--- config.mk ---
export PLATFORM = sky130hd
export DESIGN_NAME = debug_instr_encoder
export DESIGN_NICKNAME = d
export VERILOG_FILES = /design/src/rtl/debug_instr_encoder.sv
export SDC_FILE = /design/constraint.sdc
export NUM_CORES = 1
export LEC_CHECK = 0
export CAP_MARGIN = 40
export CORE_MARGIN = 10
export CORE_UTILIZATION = 50
export CTS_BUF_LIST = sky130_fd_sc_hd__clkbuf_8
export CTS_CLUSTER_DIAMETER = 120
export CTS_CLUSTER_SIZE = 20
export DETAILED_ROUTE_END_ITERATION = 10
export PLACE_DENSITY = 0.76
export SYNTH_ARGS = -nofsm -noshare
export SYNTH_HDL_FRONTEND = slang
export SYNTH_SLANG_ARGS = --single-unit
--- constraint.sdc ---
create_clock -name clk -period 4.6 [get_ports clk]
set_clock_uncertainty 0.2 [all_clocks]
set_input_delay 0.46 -clock clk [delete_from_list [all_inputs] [get_ports clk]]
set_output_delay 0.46 -clock clk [all_outputs]
set_load 0.02 [all_outputs]
--- src/rtl/debug_instr_encoder.sv ---
// Debug command encoder: turns register/memory debug commands into short RV32I
// sequences ending in a NOP, feeds them to the injection port, then waits for completion.
module debug_instr_encoder #(
    parameter logic [11:0] DBG_OFF = 12'h7F0,
    parameter int          SCR_A   = 31,
    parameter int          SCR_D   = 30,
    parameter int          TIMEOUT = 64
) (
    input  logic        clk,
    input  logic        rst,
    input  logic        cmd_valid,
    output logic        cmd_ready,
    input  logic [1:0]  cmd_op,
    input  logic [4:0]  cmd_regno,
    input  logic [31:0] cmd_addr,
    input  logic [31:0] cmd_data,
    output logic [31:0] instr_out,
    output logic        instr_valid,
    input  logic        instr_ready,
    input  logic        instr_done,
    output logic        cmd_done,
    output logic        cmd_err,
    output logic        busy
);
    localparam logic [31:0]   NOP      = 32'h0000_0013;
    localparam logic [4:0]    RA       = 5'(SCR_A);
    localparam logic [4:0]    RD       = 5'(SCR_D);
    localparam int            TW       = $clog2(TIMEOUT + 1);
    localparam logic [TW-1:0] TMO_LAST = TW'(TIMEOUT - 1);

    localparam logic [1:0] OP_RR = 2'b00;
    localparam logic [1:0] OP_RW = 2'b01;
    localparam logic [1:0] OP_MR = 2'b10;
    localparam logic [1:0] OP_MW = 2'b11;

    typedef enum logic [1:0] {S_IDLE, S_EMIT, S_WAIT, S_DONE} state_t;

    // Upper part rounded so that the sign-extended low 12 bits add back to v exactly.
    function automatic logic [19:0] f_hi(input logic [31:0] v);
        return v[31:12] + {19'd0, v[11]};
    endfunction

    function automatic logic [31:0] f_lui(input logic [4:0] rd, input logic [19:0] imm);
        return {imm, rd, 7'h37};
    endfunction

    function automatic logic [31:0] f_addi(input logic [4:0] rd, input logic [4:0] rs1,
                                           input logic [11:0] imm);
        return {imm, rs1, 3'b000, rd, 7'h13};
    endfunction

    function automatic logic [31:0] f_lw(input logic [4:0] rd, input logic [4:0] rs1,
                                         input logic [11:0] imm);
        return {imm, rs1, 3'b010, rd, 7'h03};
    endfunction

    function automatic logic [31:0] f_sw(input logic [4:0] rs2, input logic [4:0] rs1,
                                         input logic [11:0] imm);
        return {imm[11:5], rs2, rs1, 3'b010, imm[4:0], 7'h23};
    endfunction

    function automatic logic [2:0] f_count(input logic [1:0] op, input logic [4:0] rn);
        logic [2:0] n;
        case (op)
            OP_RR:   n = 3'd2;
            OP_RW:   n = (rn == 5'd0) ? 3'd1 : 3'd3;
            OP_MR:   n = 3'd4;
            default: n = 3'd5;
        endcase
        return n;
    endfunction

    // Word idx of the sequence; any index past the body is the trailing NOP.
    function automatic logic [31:0] f_word(input logic [1:0] op, input logic [4:0] rn,
                                           input logic [31:0] a, input logic [31:0] d,
                                           input logic [2:0] idx);
        logic [31:0] w;
        w = NOP;
        case (op)
            OP_RR: begin
                if (idx == 3'd0) w = f_sw(rn, 5'd0, DBG_OFF);
            end
            OP_RW: begin
                if (rn != 5'd0) begin
                    case (idx)
                        3'd0:    w = f_lui(rn, f_hi(d));
                        3'd1:    w = f_addi(rn, rn, d[11:0]);
                        default: w = NOP;
                    endcase
                end
            end
            OP_MR: begin
                case (idx)
                    3'd0:    w = f_lui(RA, f_hi(a));
                    3'd1:    w = f_lw(RA, RA, a[11:0]);
                    3'd2:    w = f_sw(RA, 5'd0, DBG_OFF);
                    default: w = NOP;
                endcase
            end
            default: begin
                case (idx)
                    3'd0:    w = f_lui(RA, f_hi(a));
                    3'd1:    w = f_lui(RD, f_hi(d));
                    3'd2:    w = f_addi(RD, RD, d[11:0]);
                    3'd3:    w = f_sw(RD, RA, a[11:0]);
                    default: w = NOP;
                endcase
            end
        endcase
        return w;
    endfunction

    state_t          r_state;
    state_t          w_state_nxt;
    logic [1:0]      r_op;
    logic [4:0]      r_regno;
    logic [31:0]     r_addr;
    logic [31:0]     r_data;
    logic [2:0]      r_idx;
    logic [TW-1:0]   r_tmo;
    logic [31:0]     r_instr_out;
    logic            r_instr_valid;
    logic            r_cmd_ready;
    logic            r_cmd_done;
    logic            r_cmd_err;
    logic            r_busy;

    logic            w_accept;
    logic            w_fire;
    logic            w_last;
    logic            w_tmo_exp;
    logic [1:0]      w_op_nxt;
    logic [4:0]      w_regno_nxt;
    logic [31:0]     w_addr_nxt;
    logic [31:0]     w_data_nxt;
    logic [2:0]      w_idx_nxt;
    logic [31:0]     w_instr_nxt;
    logic            w_valid_nxt;
    logic            w_ready_nxt;
    logic            w_done_nxt;
    logic            w_err_nxt;
    logic            w_busy_nxt;

    assign w_accept  = (r_state == S_IDLE) && cmd_valid;
    assign w_fire    = r_instr_valid && instr_ready;
    assign w_last    = (r_idx == f_count(r_op, r_regno) - 3'd1);
    assign w_tmo_exp = (r_tmo == TMO_LAST);

    always_ff @(posedge clk or posedge rst) begin
        if (rst) r_state <= S_IDLE;
        else     r_state <= w_state_nxt;
    end

    // A completion arriving on the expiry cycle still wins: WAIT exits on either.
    always_comb begin
        w_state_nxt = r_state;
        case (r_state)
            S_IDLE:  if (cmd_valid) w_state_nxt = S_EMIT;
            S_EMIT:  if (w_fire && w_last) w_state_nxt = S_WAIT;
            S_WAIT:  if (instr_done || w_tmo_exp) w_state_nxt = S_DONE;
            S_DONE:  w_state_nxt = S_IDLE;
            default: w_state_nxt = S_IDLE;
        endcase
    end

    always_comb begin
        w_op_nxt    = r_op;
        w_regno_nxt = r_regno;
        w_addr_nxt  = r_addr;
        w_data_nxt  = r_data;
        w_idx_nxt   = r_idx;
        if (w_accept) begin
            w_op_nxt    = cmd_op;
            w_regno_nxt = cmd_regno;
            w_addr_nxt  = cmd_addr;
            w_data_nxt  = cmd_data;
            w_idx_nxt   = 3'd0;
        end else if (w_fire && !w_last) begin
            w_idx_nxt   = r_idx + 3'd1;
        end
    end

    // Outputs are precomputed from the next state so every port comes straight off a flop.
    always_comb begin
        w_ready_nxt = (w_state_nxt == S_IDLE);
        w_busy_nxt  = (w_state_nxt != S_IDLE);
        w_valid_nxt = (w_state_nxt == S_EMIT);
        w_done_nxt  = (w_state_nxt == S_DONE);
        w_err_nxt   = (r_state == S_WAIT) && (w_state_nxt == S_DONE) && !instr_done;
        w_instr_nxt = NOP;
        if (w_valid_nxt)
            w_instr_nxt = f_word(w_op_nxt, w_regno_nxt, w_addr_nxt, w_data_nxt, w_idx_nxt);
    end

    always_ff @(posedge clk or posedge rst) begin
        if (rst) begin
            r_op          <= 2'd0;
            r_regno       <= 5'd0;
            r_addr        <= 32'd0;
            r_data        <= 32'd0;
            r_idx         <= 3'd0;
            r_tmo         <= '0;
            r_instr_out   <= NOP;
            r_instr_valid <= 1'b0;
            r_cmd_ready   <= 1'b1;
            r_cmd_done    <= 1'b0;
            r_cmd_err     <= 1'b0;
            r_busy        <= 1'b0;
        end else begin
            r_op          <= w_op_nxt;
            r_regno       <= w_regno_nxt;
            r_addr        <= w_addr_nxt;
            r_data        <= w_data_nxt;
            r_idx         <= w_idx_nxt;
            r_tmo         <= (r_state == S_WAIT) ? r_tmo + 1'b1 : '0;
            r_instr_out   <= w_instr_nxt;
            r_instr_valid <= w_valid_nxt;
            r_cmd_ready   <= w_ready_nxt;
            r_cmd_done    <= w_done_nxt;
            r_cmd_err     <= w_err_nxt;
            r_busy        <= w_busy_nxt;
        end
    end

    assign instr_out   = r_instr_out;
    assign instr_valid = r_instr_valid;
    assign cmd_ready   = r_cmd_ready;
    assign cmd_done    = r_cmd_done;
    assign cmd_err     = r_cmd_err;
    assign busy        = r_busy;

endmodule

# Word level (Yosys, flattened, before mapping)
# Index checks and enable logic that the tools add are counted.
# totals
register_bits	120
input_bits	76
output_inout_bits	37
elab_cells	69
# classes
addsub	5
n_eq_ne	14
n_mux	20
n_reduce_logical	17
# ops
operator	n
$pmux W32 S3	2
$mux W32	4
$pmux W32 S4	1
$pmux W32 S2	1
$add A20 B1 Y20	2
$mux W31	1
$eq A2 B2 Y1 const B	5
$mux W2	5
$pmux W3 S3	1
$eq A2 B1 Y1 const B	4
$logic_not A2 Y1	4
$pmux W2 S4	1
$add A7 B1 Y7 const B	1
$eq A7 B6 Y1 const B	1
$mux W7	1
$eq A3 B2 Y1 const B	2
$logic_and A1 B1 Y1	6
$mux W3	2
$logic_not A5 Y1	1
$mux W5	1
$reduce_bool A5 Y1	1
$add A3 B1 Y3 const B	1
$eq A3 B1 Y1 const B	1
$eq A3 B3 Y1	1
5 further kinds	6

# Logic depth before layout (Yosys ltp)
# logic_depth
ltp_word	14
ltp_mapped	19
mapped_depth_nobuf	13

# Worst setup path after synthesis
# Ideal clock, no wire load.
# synth_timing
path_kind	input-to-reg
from	in cmd_valid
to	reg r_instr_out[30], in the netlist instr_out[30]
setup_ns	0.119
arrival_ns	3.542
slack_ns	0.739
stages	16
path_cell_list	nor3b_4 > buf_2 > buf_2 > buf_2 > buf_1 > a21oi_1 > inv_1 > ha_1 > ha_1 > o211ai_1 > nand2b_1 > xnor2_1 > nand2_1 > nand3_1 > a221o_1 > o21a_1
# synth_rtl
element	line_no	text
start: declaration	11	input logic cmd_valid,
$logic_and A1 B1 Y1 *	144	assign w_accept = (r_state == S_IDLE) && cmd_valid;
$mux W32 *	172	if (w_accept) begin
named net w_addr_nxt[11]	134	logic [31:0] w_addr_nxt;
$add A20 B1 Y20 *	40	return v[31:12] + {19'd0, v[11]};
$pmux W32 S4 / $pmux W32 S3 (equally long branches)	101, 93	
$pmux W32 S3 *	79	case (op)
$mux W32 *	191	if (w_valid_nxt)
named net w_instr_nxt[30]	137	logic [31:0] w_instr_nxt;
end signal: assignment	216	r_instr_out <= w_instr_nxt;
end: declaration	121	logic [31:0] r_instr_out;
# The timed path passes the listed nets; every way through them passes the cells marked *.

# Worst setup path in the final report
# layout_timing
from	in cmd_valid
to	reg r_instr_out[25], in the netlist instr_out[25]
# layout_rtl
element	line_no	text
$logic_and A1 B1 Y1 *	144	
$mux W2 *	172	
named net w_op_nxt[0]	132	logic [1:0] w_op_nxt;
$eq A2 B2 Y1 (tied with other cells)	79	
$pmux W32 S3 *	79	
$mux W32 *	191	
named net w_instr_nxt[25]	137	
# Marked as above.

==> metrics <==
worst reg2reg path endpoint=instr_out[25]; Final ANT Viol Nets=0; H-tree depth=4; post_cts resized=0; Slew @ Worst Pin=roughly 760 ps; Hold Path Stages=1; Min Hold Slack=roughly 270 ps; Slew HR=between 40% and 50%; Netlist Area Pre-Place=~0.0070 mm^2; RSZ-0062 raised after global routing=false; Top Ports=113; First-pass DRT Iterations=6; antenna fix cells=0; Seq cells post-synth=around 120; largest net degree at the start of global routing=between 70 and 80; area of the die=0.0192 mm^2; maxcap violations=0; ys flop type=dfrtp_1; met1 Track Usage GR=28.0%; vias after detailed routing=~6600; total power=about 6.5 mW; Post-synth EDFFs=0; Via density=just under 6; Area contributors post-synth=dfrtp_1 41%, nand2_1 11%, xnor2_1 3.7%, a21oi_1 3.6%, mux2i_1 2.8%; met2 GRT Util=between 30% and 40%; R2R Path Start=r_state[0]; Post-CTS Setup Inserts=0; GPL Wtd Cong=~0.96; Post-synth top cells=209 x nand2_1, 114 x dfrtp_1, 50 x a21oi_1; WP buf/inv=2; synth unique cells=87; Critical Path, Cell by Cell=clkdlybuf4s50_1 > nor3b_4 > mux2i_1 > clkinv_1 > nand2_1 > nand2_1 > a221o_1 > o21a_1; antenna violations before repair=0; Hold Crit Class=flop to flop; power per cell area=750 mW/mm^2; outcome=finished clean; Max VDD drop=425 uV; CTS Buffer Depth=2; Critical Path RT=4740 ps; initial core utilization=around 50%; Synth area leader=dfrtp_1; GRT Total Usage=21.4%; most common cell in the netlist=nand2_1; crit end category=flop; Clk pin slew, worst setup/hold paths=70 ps; met3 Track Usage GR=5.75%; Cells after Synth=approximately 830; Worst Setup Path Type=primary input to flop; Register Area=around 0.0029 mm^2; die width=between 100 and 150 um; fmax=0.267 GHz; Root Driver=clkbuf_8; period utilisation layout=between 80% and 90%; Worst R2R Path Depth=7; Clock Latency Late Sink=around 450 ps; yosys warns=0; setup violators final=0; area of the multi-input gates=between 0.003 and 0.004 mm^2; Syn Area/Cell=8.44 um^2; Hold Path End=r_tmo[0]; P&R area growth vs syn=22.9%; setup slack, reg-to-reg=roughly 900 ps; first-pass GRT wire length=about 34000 um; final max-slew violation count=0; CP arrival=3880 ps; crit start category=primary input; Crit path largest cell delay=about 600 ps; busiest grt layer=met2; Sink Count=about 120; Final #Nets=roughly 1000; drc violations=0; total congestion overflow=0; setup TNS=0 ps; Leak=approximately 3.8 nW; Crit path top cell by count=nand2_1; Worst path top cell family by delay=simple AND/OR/NAND/NOR gates; initial DRC count=a little under 900; Die Y-Extent=about 140 um; CTS Buf Count=17; crit path time final=3750 ps; CP max-delay cell=nor3b_4; share of cells above drive strength 1=between 8 and 9%; Floorplan Core Area=0.0138 mm^2; final core occ=62.6%; sequential share of the synthesized area=between 40% and 50%; critical path fanouts, max=13; drt wl/cell=approximately 19 um; hold_buf cts=0; Async S/R FF share, synth=100%; fill count=approximately 1200; Hold Path Origin=r_tmo[0]; Port-buffer cells=around 110; HPWL after detailed placement=around 16000 um; Hold Fails Final Rpt=0; row cnt=43; Detailed Route WL=around 21000 um; CTS tree=done; top-area cell type share of the netlist area=40.5%; vias in the first global route=roughly 6500
through the flow:
| stage | cells | area, um^2 | setup slack, ps |
|---|---|---|---|
| after floorplan | 836 | 7050 | 739 |
| after global placement | 1092 | 8230 | 547 |
| after detailed placement | 1092 | 8230 | 481 |
| after CTS | 1124 | 8660 | 910 |
| after global routing | 1124 | 8660 | 601 |
| final | 1124 | 8660 | 855 |
sequential cells by signal, indices dropped and copies added (netlist names):
name         flops
instr_valid      1
r_regno          5
cmd_ready        1
r_idx            3
instr_out       28
r_op             2
r_data          32
r_tmo            7
busy             1
cmd_err          1
cmd_done         1
r_addr          32
r_state          2
worst register-to-register path: cells and delay by family (launching register included):
| kind | cells | cell delay (ps) |
|---|---|---|
| AND/OR/NAND/NOR | 3 | 1400 |
| buffers and inverters | 1 | 390 |
| flip-flops | 1 | 470 |
| multiplexers | 1 | 580 |
| AO/OA/AOI/OAI | 2 | 560 |
layout make-up:
class	instances	area share (%)
clock inverter	12	1.79
multi-input combinational	638	43.3
timing repair buffer	124	14.0
sequential	116	33.6
clock buffer	20	3.18
tap	180	2.60
inverter	34	1.53
kinds of logic after synthesis:
group,after synthesis,share of synthesized area (%)
simple gates,383,24.8
other cells,2,0.107
flops,116,41.3
fa+ha+maj,6,1.07
xor+xnor,42,5.44
buf+inv,82,5.63
compound gates,181,18.5
mux,22,3.20
placed cells by master (no fill, tap or decap), types with 4 or more instances in the layout:
master | synthesis | layout
o21ai_0 | 25 | 25
a21o_1 | 5 | 5
nand3_1 | 40 | 40
conb_1 | 2 | 4
nor2_1 | 48 | 48
nand2b_1 | 9 | 9
xor2_1 | 10 | 10
clkdlybuf4s50_1 | 0 | 108
dfrtp_1 | 114 | 114
a221oi_1 | 8 | 8
nand4_1 | 14 | 14
a211oi_1 | 7 | 7
and2_1 | 6 | 6
nor3_1 | 19 | 19
a31oi_1 | 11 | 11
xnor2_1 | 30 | 30
a222oi_1 | 4 | 4
a21oi_1 | 50 | 50
buf_4 | 8 | 15
mux2i_1 | 20 | 20
nand2_1 | 209 | 209
clkbuf_8 | 0 | 20
clkinvlp_4 | 0 | 4
o21a_1 | 4 | 4
a22oi_1 | 9 | 9
nor4_1 | 4 | 4
a221o_1 | 5 | 5
o21ai_1 | 5 | 5
inv_1 | 30 | 30
and3_1 | 7 | 7
ha_1 | 6 | 6
how the worst max path moves through the flow:
stage	cells past startpoint	slack, ps	end	start
after floorplan	16	740	instr_out[30]	cmd_valid
after global placement	13	550	instr_out[30]	cmd_valid
after detailed placement	13	480	instr_out[30]	cmd_valid
after CTS	14	910	instr_out[31]	cmd_valid
after global routing	14	600	instr_out[31]	cmd_valid
final	8	850	instr_out[25]	cmd_valid
per-layer routing:
layer,wire [um],share of wire [%]
met2,9610,45
met3,1840,8.6
met4,646,3.0
met5,0,0
met1,9190,43
where the power goes:
part	leakage, nW	total [mW]	switching (mW)	internal (mW)
registers	1.45	1.74	0.284	1.45
logic	2.15	3.73	2.37	1.37
clock network	0.208	1.02	0.443	0.578
(Power assumes the default switching activity.)
